[src/rtl/nand_updown_counter_pkg.sv]
// Shared constants and types for the NAND-cell up/down counter.
//   DEFAULT_WIDTH      : default counter width
//   MODE_WRAP/MODE_SAT : boundary behaviour selectors for SATURATE
//   op_e               : decoded per-edge operation (priority already resolved)
package nand_updown_counter_pkg;

  localparam int unsigned DEFAULT_WIDTH = 4;
  localparam int unsigned MIN_WIDTH     = 2;
  localparam int unsigned MAX_WIDTH     = 16;

  localparam int unsigned MODE_WRAP = 0;
  localparam int unsigned MODE_SAT  = 1;

  typedef enum logic [1:0] {
    OP_HOLD  = 2'd0,
    OP_COUNT = 2'd1,
    OP_LOAD  = 2'd2
  } op_e;

endpackage

[src/rtl/nand_updown_counter_if.sv]
// Control/status bundle for nand_updown_counter.
//   en, load, up, din : controls driven by the master
//   count, tc, ovf    : counter state and boundary indications from the slave
interface nand_updown_counter_if
  import nand_updown_counter_pkg::*;
#(
  parameter int unsigned WIDTH = DEFAULT_WIDTH
);

  logic             en;
  logic             load;
  logic             up;
  logic [WIDTH-1:0] din;
  logic [WIDTH-1:0] count;
  logic             tc;
  logic             ovf;

  modport master (
    output en, load, up, din,
    input  count, tc, ovf
  );

  modport slave (
    input  en, load, up, din,
    output count, tc, ovf
  );

endinterface

[src/rtl/nand_updown_counter_dff_ar.sv]
// cmos_dff_ar: 1-bit rising-edge D flip-flop with asynchronous active-low
// clear or preset. RST_VAL picks which one this bit gets. This is the
// register-level equivalent of the master-slave NAND latch pair, written
// so synthesis maps it onto a library flop.
//   clk   : clock
//   rst_n : async active-low clear/preset
//   d     : data in
//   q     : registered data out
module cmos_dff_ar #(
  parameter bit RST_VAL = 1'b0
) (
  input  logic clk,
  input  logic rst_n,
  input  logic d,
  output logic q
);

  // Master transparent while clk low, slave captures on the rising edge.
  always_ff @(posedge clk or negedge rst_n) begin
    if (!rst_n) begin
      q <= RST_VAL;
    end else begin
      q <= d;
    end
  end

endmodule

[src/rtl/nandgate.sv]
// Two-input static CMOS NAND cell.
//   a, b : inputs
//   y    : ~(a & b)
module nandgate (
  input  logic a,
  input  logic b,
  output logic y
);

  assign y = ~(a & b);

endmodule

[src/rtl/nand_updown_counter.sv]
// Parametrised up/down counter with next-state arithmetic built from NAND
// cells and per-bit async-reset flops.
//   clk   : counter clock
//   rst_n : async active-low reset (count <= RESET_VAL, ovf <= 0)
//   bus   : slave side of nand_updown_counter_if
//           en/load/up/din in; count (registered), tc (combinational),
//           ovf (registered one-cycle boundary pulse) out
module nand_updown_counter
  import nand_updown_counter_pkg::*;
#(
  parameter int unsigned      WIDTH     = DEFAULT_WIDTH,
  parameter int unsigned      SATURATE  = MODE_WRAP,
  parameter logic [WIDTH-1:0] RESET_VAL = '0
) (
  input  logic                  clk,
  input  logic                  rst_n,
  nand_updown_counter_if.slave  bus
);

  logic [WIDTH-1:0] cnt_q;
  logic [WIDTH-1:0] cnt_d;
  logic [WIDTH-1:0] sum;
  logic [WIDTH:0]   carry;
  logic             ovf_q;
  logic             ovf_d;
  op_e              op;

  // Per-bit NAND nets of the ripple chain.
  logic [WIDTH-1:0] n_ac, n_a1, n_c1;
  logic [WIDTH-1:0] n_au, n_a2, n_u2, x_au;
  logic [WIDTH-1:0] t;
  logic [WIDTH-1:0] n_tc;

  // Unified increment/decrement ripple: sum = a ^ c in both directions; the
  // carry (or borrow) propagates through bit i when a == up, so
  // t = xnor(a, up) and c[i+1] = t & c[i], with c[0] = 1.
  assign carry[0] = 1'b1;

  for (genvar i = 0; i < WIDTH; i++) begin : g_bit
    // sum[i] = cnt_q[i] ^ carry[i]
    nandgate u_s0 (.a(cnt_q[i]), .b(carry[i]), .y(n_ac[i]));
    nandgate u_s1 (.a(cnt_q[i]), .b(n_ac[i]),  .y(n_a1[i]));
    nandgate u_s2 (.a(carry[i]), .b(n_ac[i]),  .y(n_c1[i]));
    nandgate u_s3 (.a(n_a1[i]),  .b(n_c1[i]),  .y(sum[i]));

    // t[i] = ~(cnt_q[i] ^ up)
    nandgate u_p0 (.a(cnt_q[i]), .b(bus.up),   .y(n_au[i]));
    nandgate u_p1 (.a(cnt_q[i]), .b(n_au[i]),  .y(n_a2[i]));
    nandgate u_p2 (.a(bus.up),   .b(n_au[i]),  .y(n_u2[i]));
    nandgate u_p3 (.a(n_a2[i]),  .b(n_u2[i]),  .y(x_au[i]));
    nandgate u_p4 (.a(x_au[i]),  .b(x_au[i]),  .y(t[i]));

    // carry[i+1] = t[i] & carry[i]
    nandgate u_c0 (.a(t[i]),     .b(carry[i]), .y(n_tc[i]));
    nandgate u_c1 (.a(n_tc[i]),  .b(n_tc[i]),  .y(carry[i+1]));
  end

  // Operation decode: load beats en, otherwise hold.
  always_comb begin
    op = OP_HOLD;
    if (bus.load) begin
      op = OP_LOAD;
    end else if (bus.en) begin
      op = OP_COUNT;
    end
  end

  // Next-state mux. The final carry is set exactly at the boundary for the
  // current direction, so it doubles as the boundary/ovf condition. din only
  // reaches cnt_d under OP_LOAD, keeping an unknown din out of the counter.
  always_comb begin
    cnt_d = cnt_q;
    ovf_d = 1'b0;
    unique case (op)
      OP_LOAD: begin
        cnt_d = bus.din;
      end
      OP_COUNT: begin
        ovf_d = carry[WIDTH];
        if (!(carry[WIDTH] && (SATURATE == MODE_SAT))) begin
          cnt_d = sum;
        end
      end
      default: begin
      end
    endcase
  end

  // State flops: per-bit clear or preset taken from RESET_VAL.
  for (genvar i = 0; i < WIDTH; i++) begin : g_ff
    cmos_dff_ar #(
      .RST_VAL (RESET_VAL[i])
    ) u_cnt_ff (
      .clk   (clk),
      .rst_n (rst_n),
      .d     (cnt_d[i]),
      .q     (cnt_q[i])
    );
  end

  cmos_dff_ar #(
    .RST_VAL (1'b0)
  ) u_ovf_ff (
    .clk   (clk),
    .rst_n (rst_n),
    .d     (ovf_d),
    .q     (ovf_q)
  );

  assign bus.count = cnt_q;
  assign bus.ovf   = ovf_q;
  // Terminal count tracks up with no latency.
  assign bus.tc    = carry[WIDTH];

endmodule
[src/flat_wrapper.sv]
// flat-port wrapper written by rule: the top's interface ports become plain ports
module nand_updown_counter_flat import nand_updown_counter_pkg::*;
#(
  parameter int unsigned      WIDTH     = DEFAULT_WIDTH,
  parameter int unsigned      SATURATE  = MODE_WRAP,
  parameter logic [WIDTH-1:0] RESET_VAL = '0
)
  (clk, rst_n, bus_en, bus_load, bus_up, bus_din, bus_count, bus_tc, bus_ovf);
  nand_updown_counter_if #(.WIDTH(WIDTH)) bus_i ();
  input  logic clk;
  input  logic rst_n;
  input wire logic [$bits(bus_i.en)-1:0] bus_en;
  input wire logic [$bits(bus_i.load)-1:0] bus_load;
  input wire logic [$bits(bus_i.up)-1:0] bus_up;
  input wire logic [$bits(bus_i.din)-1:0] bus_din;
  output wire logic [$bits(bus_i.count)-1:0] bus_count;
  output wire logic [$bits(bus_i.tc)-1:0] bus_tc;
  output wire logic [$bits(bus_i.ovf)-1:0] bus_ovf;
  assign bus_i.en = bus_en;
  assign bus_i.load = bus_load;
  assign bus_i.up = bus_up;
  assign bus_i.din = bus_din;
  assign bus_count = bus_i.count;
  assign bus_tc = bus_i.tc;
  assign bus_ovf = bus_i.ovf;
  nand_updown_counter #(.WIDTH(WIDTH), .SATURATE(SATURATE), .RESET_VAL(RESET_VAL)) u_core (.clk(clk), .rst_n(rst_n), .bus(bus_i));
endmodule
[config.mk]
export PLATFORM = sky130hd
export DESIGN_NAME = nand_updown_counter_flat
export DESIGN_NICKNAME = d
export VERILOG_FILES = /design/src/rtl/nand_updown_counter_pkg.sv /design/src/rtl/nand_updown_counter_if.sv /design/src/rtl/nand_updown_counter_dff_ar.sv /design/src/rtl/nandgate.sv /design/src/rtl/nand_updown_counter.sv /design/src/flat_wrapper.sv
export SDC_FILE = /design/constraint.sdc
export NUM_CORES = 1
export LEC_CHECK = 0
export CAP_MARGIN = 40
export CORE_AREA = 2 2 39 41
export CTS_CLUSTER_SIZE = 10
export DETAILED_ROUTE_END_ITERATION = 12
export DIE_AREA = 0 0 41 43
export SLEW_MARGIN = 20
export SYNTH_ARGS = -nofsm -noshare
export SYNTH_HDL_FRONTEND = slang
export SYNTH_SLANG_ARGS = --single-unit
[constraint.sdc]
create_clock -name clk -period 1.4 [get_ports clk]
set_input_delay 0.28 -clock clk [delete_from_list [all_inputs] [get_ports clk]]
set_output_delay 0.28 -clock clk [all_outputs]
set_load 0.02 [all_outputs]
==> summary.md <==
| Metric | Value |
|---|---|
| Post-synthesis simple-gate area fraction | 0.3321 |
| H-Tree Depth | 1 |
| Sequential area share after synthesis | 0.3650 |
| Ports | 15 |
| Bufs and invs on worst path | 2 |
| Routed len/inst | 11.29 microns |
| Max Slew Vio Count | 0 |
| PnR worst setup slack | -222.4 ps |
| Top FF cell, synth | dfrtp_1 |
| Hold Crit Class | input port to asynchronous set/reset pin |
| DRT Wirelength | 903 microns |
| Synthesized area | 342.8 sq um |
| Die Width | 41 microns |
| Hold_buf cts | 0 |
| Drt initial violations | 1 |
| Highest ir drop seen on vdd | 0.4267 mV |
| CP peak stage delay | 420 ps |
| Global placer's final weighted congestion | 0.7137 |
| Worst Tran Pin Value | 308.4 ps |
| TritonCTS clock tree | built |
| Vias in the first global route | 312 |
| Num rows | 14 |
| Initial core utilization | 0.2477 |
| CP arrival | 1340 ps |
| Outcome | complete, but fails checks |
| Post-Syn Nets | 46 |
| Async SR Flop Fraction | 1.000 |
| Final core occ | 0.4403 |
| Max-Cap Viols | 0 |
| Post-Syn Instances | 37 |
| Global-route wire length before repair | 1.338 mm |
| Core Footprint | 1384 sq um |
| Finished Layout Cells | 80 |
| Vias per Instance | 4.513 |
| Largest net degree at the start of global routing | 9 |
| Remaining DRCs | 0 |
| PortBufs | 14 |
| Violated checks | negative setup slack |
| Synth-to-Final Area Change | 77.74% |
| Yosys reg bits | 5 |
| Clock slew at reported path FFs | 50 ps |
| CP Capture Type | primary output |
| Most frequent cells in the layout | buf_4, clkdlybuf4s50_1, dfrtp_1 |
| CP Cell Sequence | buf_6 -> and4_4 -> mux2_4 -> buf_6 |
| Area leader, netlist | dfrtp_1 |
| Main combinational cell family by area after synthesis | simple AND/OR/NAND/NOR gates |
| CP Max Fanout | 3 |
| Compound-Gate Fraction of Synth Area | 0.1095 |
| Unrepaired setup endpoints after global routing | yes |
| Power per standard cell area | 933.3 nW/um^2 |
| Synth Area in XOR/XNOR | 0.05109 |
| Overflow after GRT | 0 |
| Max Root-Sink Buffers | 2 |
| Post-route minimum period | 1622 ps |
| CTS root buf | clkbuf_4 |
| Die area | 1763 sq um |
| Post-synth top area share | 0.3650 |
| YS warnings | 0 |
| Critical Path Start Type | register |
| Antenna Nets Post-Route | 0 |
| Slew headroom | 0.7918 |
| First-pass DRT Iterations | 2 |
| Final setup fails | 2 |
| Main area contributors after synthesis | dfrtp_1, buf_4, xnor2_1, nand3_1, o21ai_0 |
| Skew final | 2.830 ps |
| Total Routing Usage GR | 0.1169 |
| Most frequent CP cell | buf_6 |
| CTS Buf Count | 3 |
| Fin. Hold Viols | 0 |
| Post-synth EDFFs | 0 |
| Synth Area in Adders | 0 |
| Die Ht | 43 microns |
| Share of cells above drive strength 1 | 0.4063 |
| Antenna fix cells | 0 |
| Pre-CTS WS | -699.0 ps |
| Slowest cell on the critical path | dfrtp_1 |
| Antenna violations before repair | 0 |
| WP data required | 1120 ps |
| Critical path class | register to primary output |
| R2R Setup Slk | -30 ps |
| Commonest non-fill, non-tap cell in the layout | buf_4 |
| Worst hold slack | 270.6 ps |
| Synth cell types | 21 |
| # clock sinks | 5 |
| Worst-skew pair later-pin latency | 250 ps |
| Period utilization | 1.159 |
| Leakage power total | 0.2817 nW |
| Crit path max-delay family | flip-flops |
| Multiplexer share of the synthesized area | 0.03285 |
| DR vias | 361 |
| Post-Syn Area per Cell | 9.266 sq um |
| Fmax | 616.4 MHz |
| Placed cells | 73 |
| Fin nets | 74 |
## per-layer routing
metal / GRT usage / part of all wire
met3: 0.03141 / 0.063
met2: 0.1563 / 0.48
met5: 0 / 0
met4: 0.08000 / 0
met1: 0.1564 / 0.46
## worst register-to-register path, delay by kind of cell, from the launching register on
kind          cells  cell delay (ps)
simple gates      3              680
flops             1              420
buf+inv           2              270
## state kept, by name, indices dropped and copies added, names as in the netlist
signal                  cells
u_core.g_ff.u_cnt_ff.q      4
u_core.u_ovf_ff.q           1
## through the flow
stage                     power [mW]  setup TNS, ps  cell area [sq um]
after detailed placement      0.3817          -1445              551.8
after floorplan               0.2799              0              342.8
after global routing          0.6015         -291.0              609.3
final                         0.5687         -252.2              609.3
after CTS                     0.5621         -221.5              585.6
after global placement        0.3775          -1293              551.8
## power by group
part           internal, mW  switching (mW)  leakage (nW)  total, mW
clock network         0.108          0.0671        0.0150      0.175
logic                 0.120          0.0920         0.205      0.212
registers             0.161          0.0201        0.0618      0.182
total                 0.389           0.179         0.282      0.569
## cell usage after synthesis (all sizes together) (2+ instances only)
| library cell | instances |
|---|---|
| dfrtp | 5 |
| buf | 4 |
| o21ai | 3 |
| nand3 | 3 |
| nand2 | 3 |
| xnor2 | 2 |
| and4 | 2 |
| nor2 | 2 |
| nor3b | 2 |
## path summary, 6_finish.rpt
path / start / cells past startpoint / end
worst max-delay path: u_core.g_ff[0].u_cnt_ff.q$_DFFE_PN0P_ / 4 / bus_tc
worst min-delay path: rst_n / 1 / u_core.g_ff[1].u_cnt_ff.q$_DFFE_PN0P_
worst max register to register: u_core.g_ff[0].u_cnt_ff.q$_DFFE_PN0P_ / 5 / u_core.g_ff[3].u_cnt_ff.q$_DFFE_PN0P_
worst min register to register: u_core.g_ff[3].u_cnt_ff.q$_DFFE_PN0P_ / 4 / u_core.g_ff[3].u_cnt_ff.q$_DFFE_PN0P_
max in group asynchronous: rst_n / 1 / u_core.g_ff[0].u_cnt_ff.q$_DFFE_PN0P_
min in group clk: bus_din[1] / 3 / u_core.g_ff[1].u_cnt_ff.q$_DFFE_PN0P_
## logic make-up after synthesis
logic type	Yosys count
AND/OR/NAND/NOR	17
buffers and inverters	6
flip-flops	5
multiplexers	1
AO/OA/AOI/OAI	6
XOR/XNOR	2
## cell type report
class	instances	area, sq um
fillers	152	774.5
repair buffers	28	232.7
clock buffers	4	26.28
flip-flops and latches	5	125.1
well taps	16	20.02
inverters	1	3.754
multi-input cells	26	201.4
## timing repair
action,in CTS,in global routing
pin swaps,0,1
resized for setup,19,6
setup buffers,1,2
setup endpoints to repair,6,4
hold endpoints to repair,0,0
No activity file was read; power rests on OpenSTA's default activity.
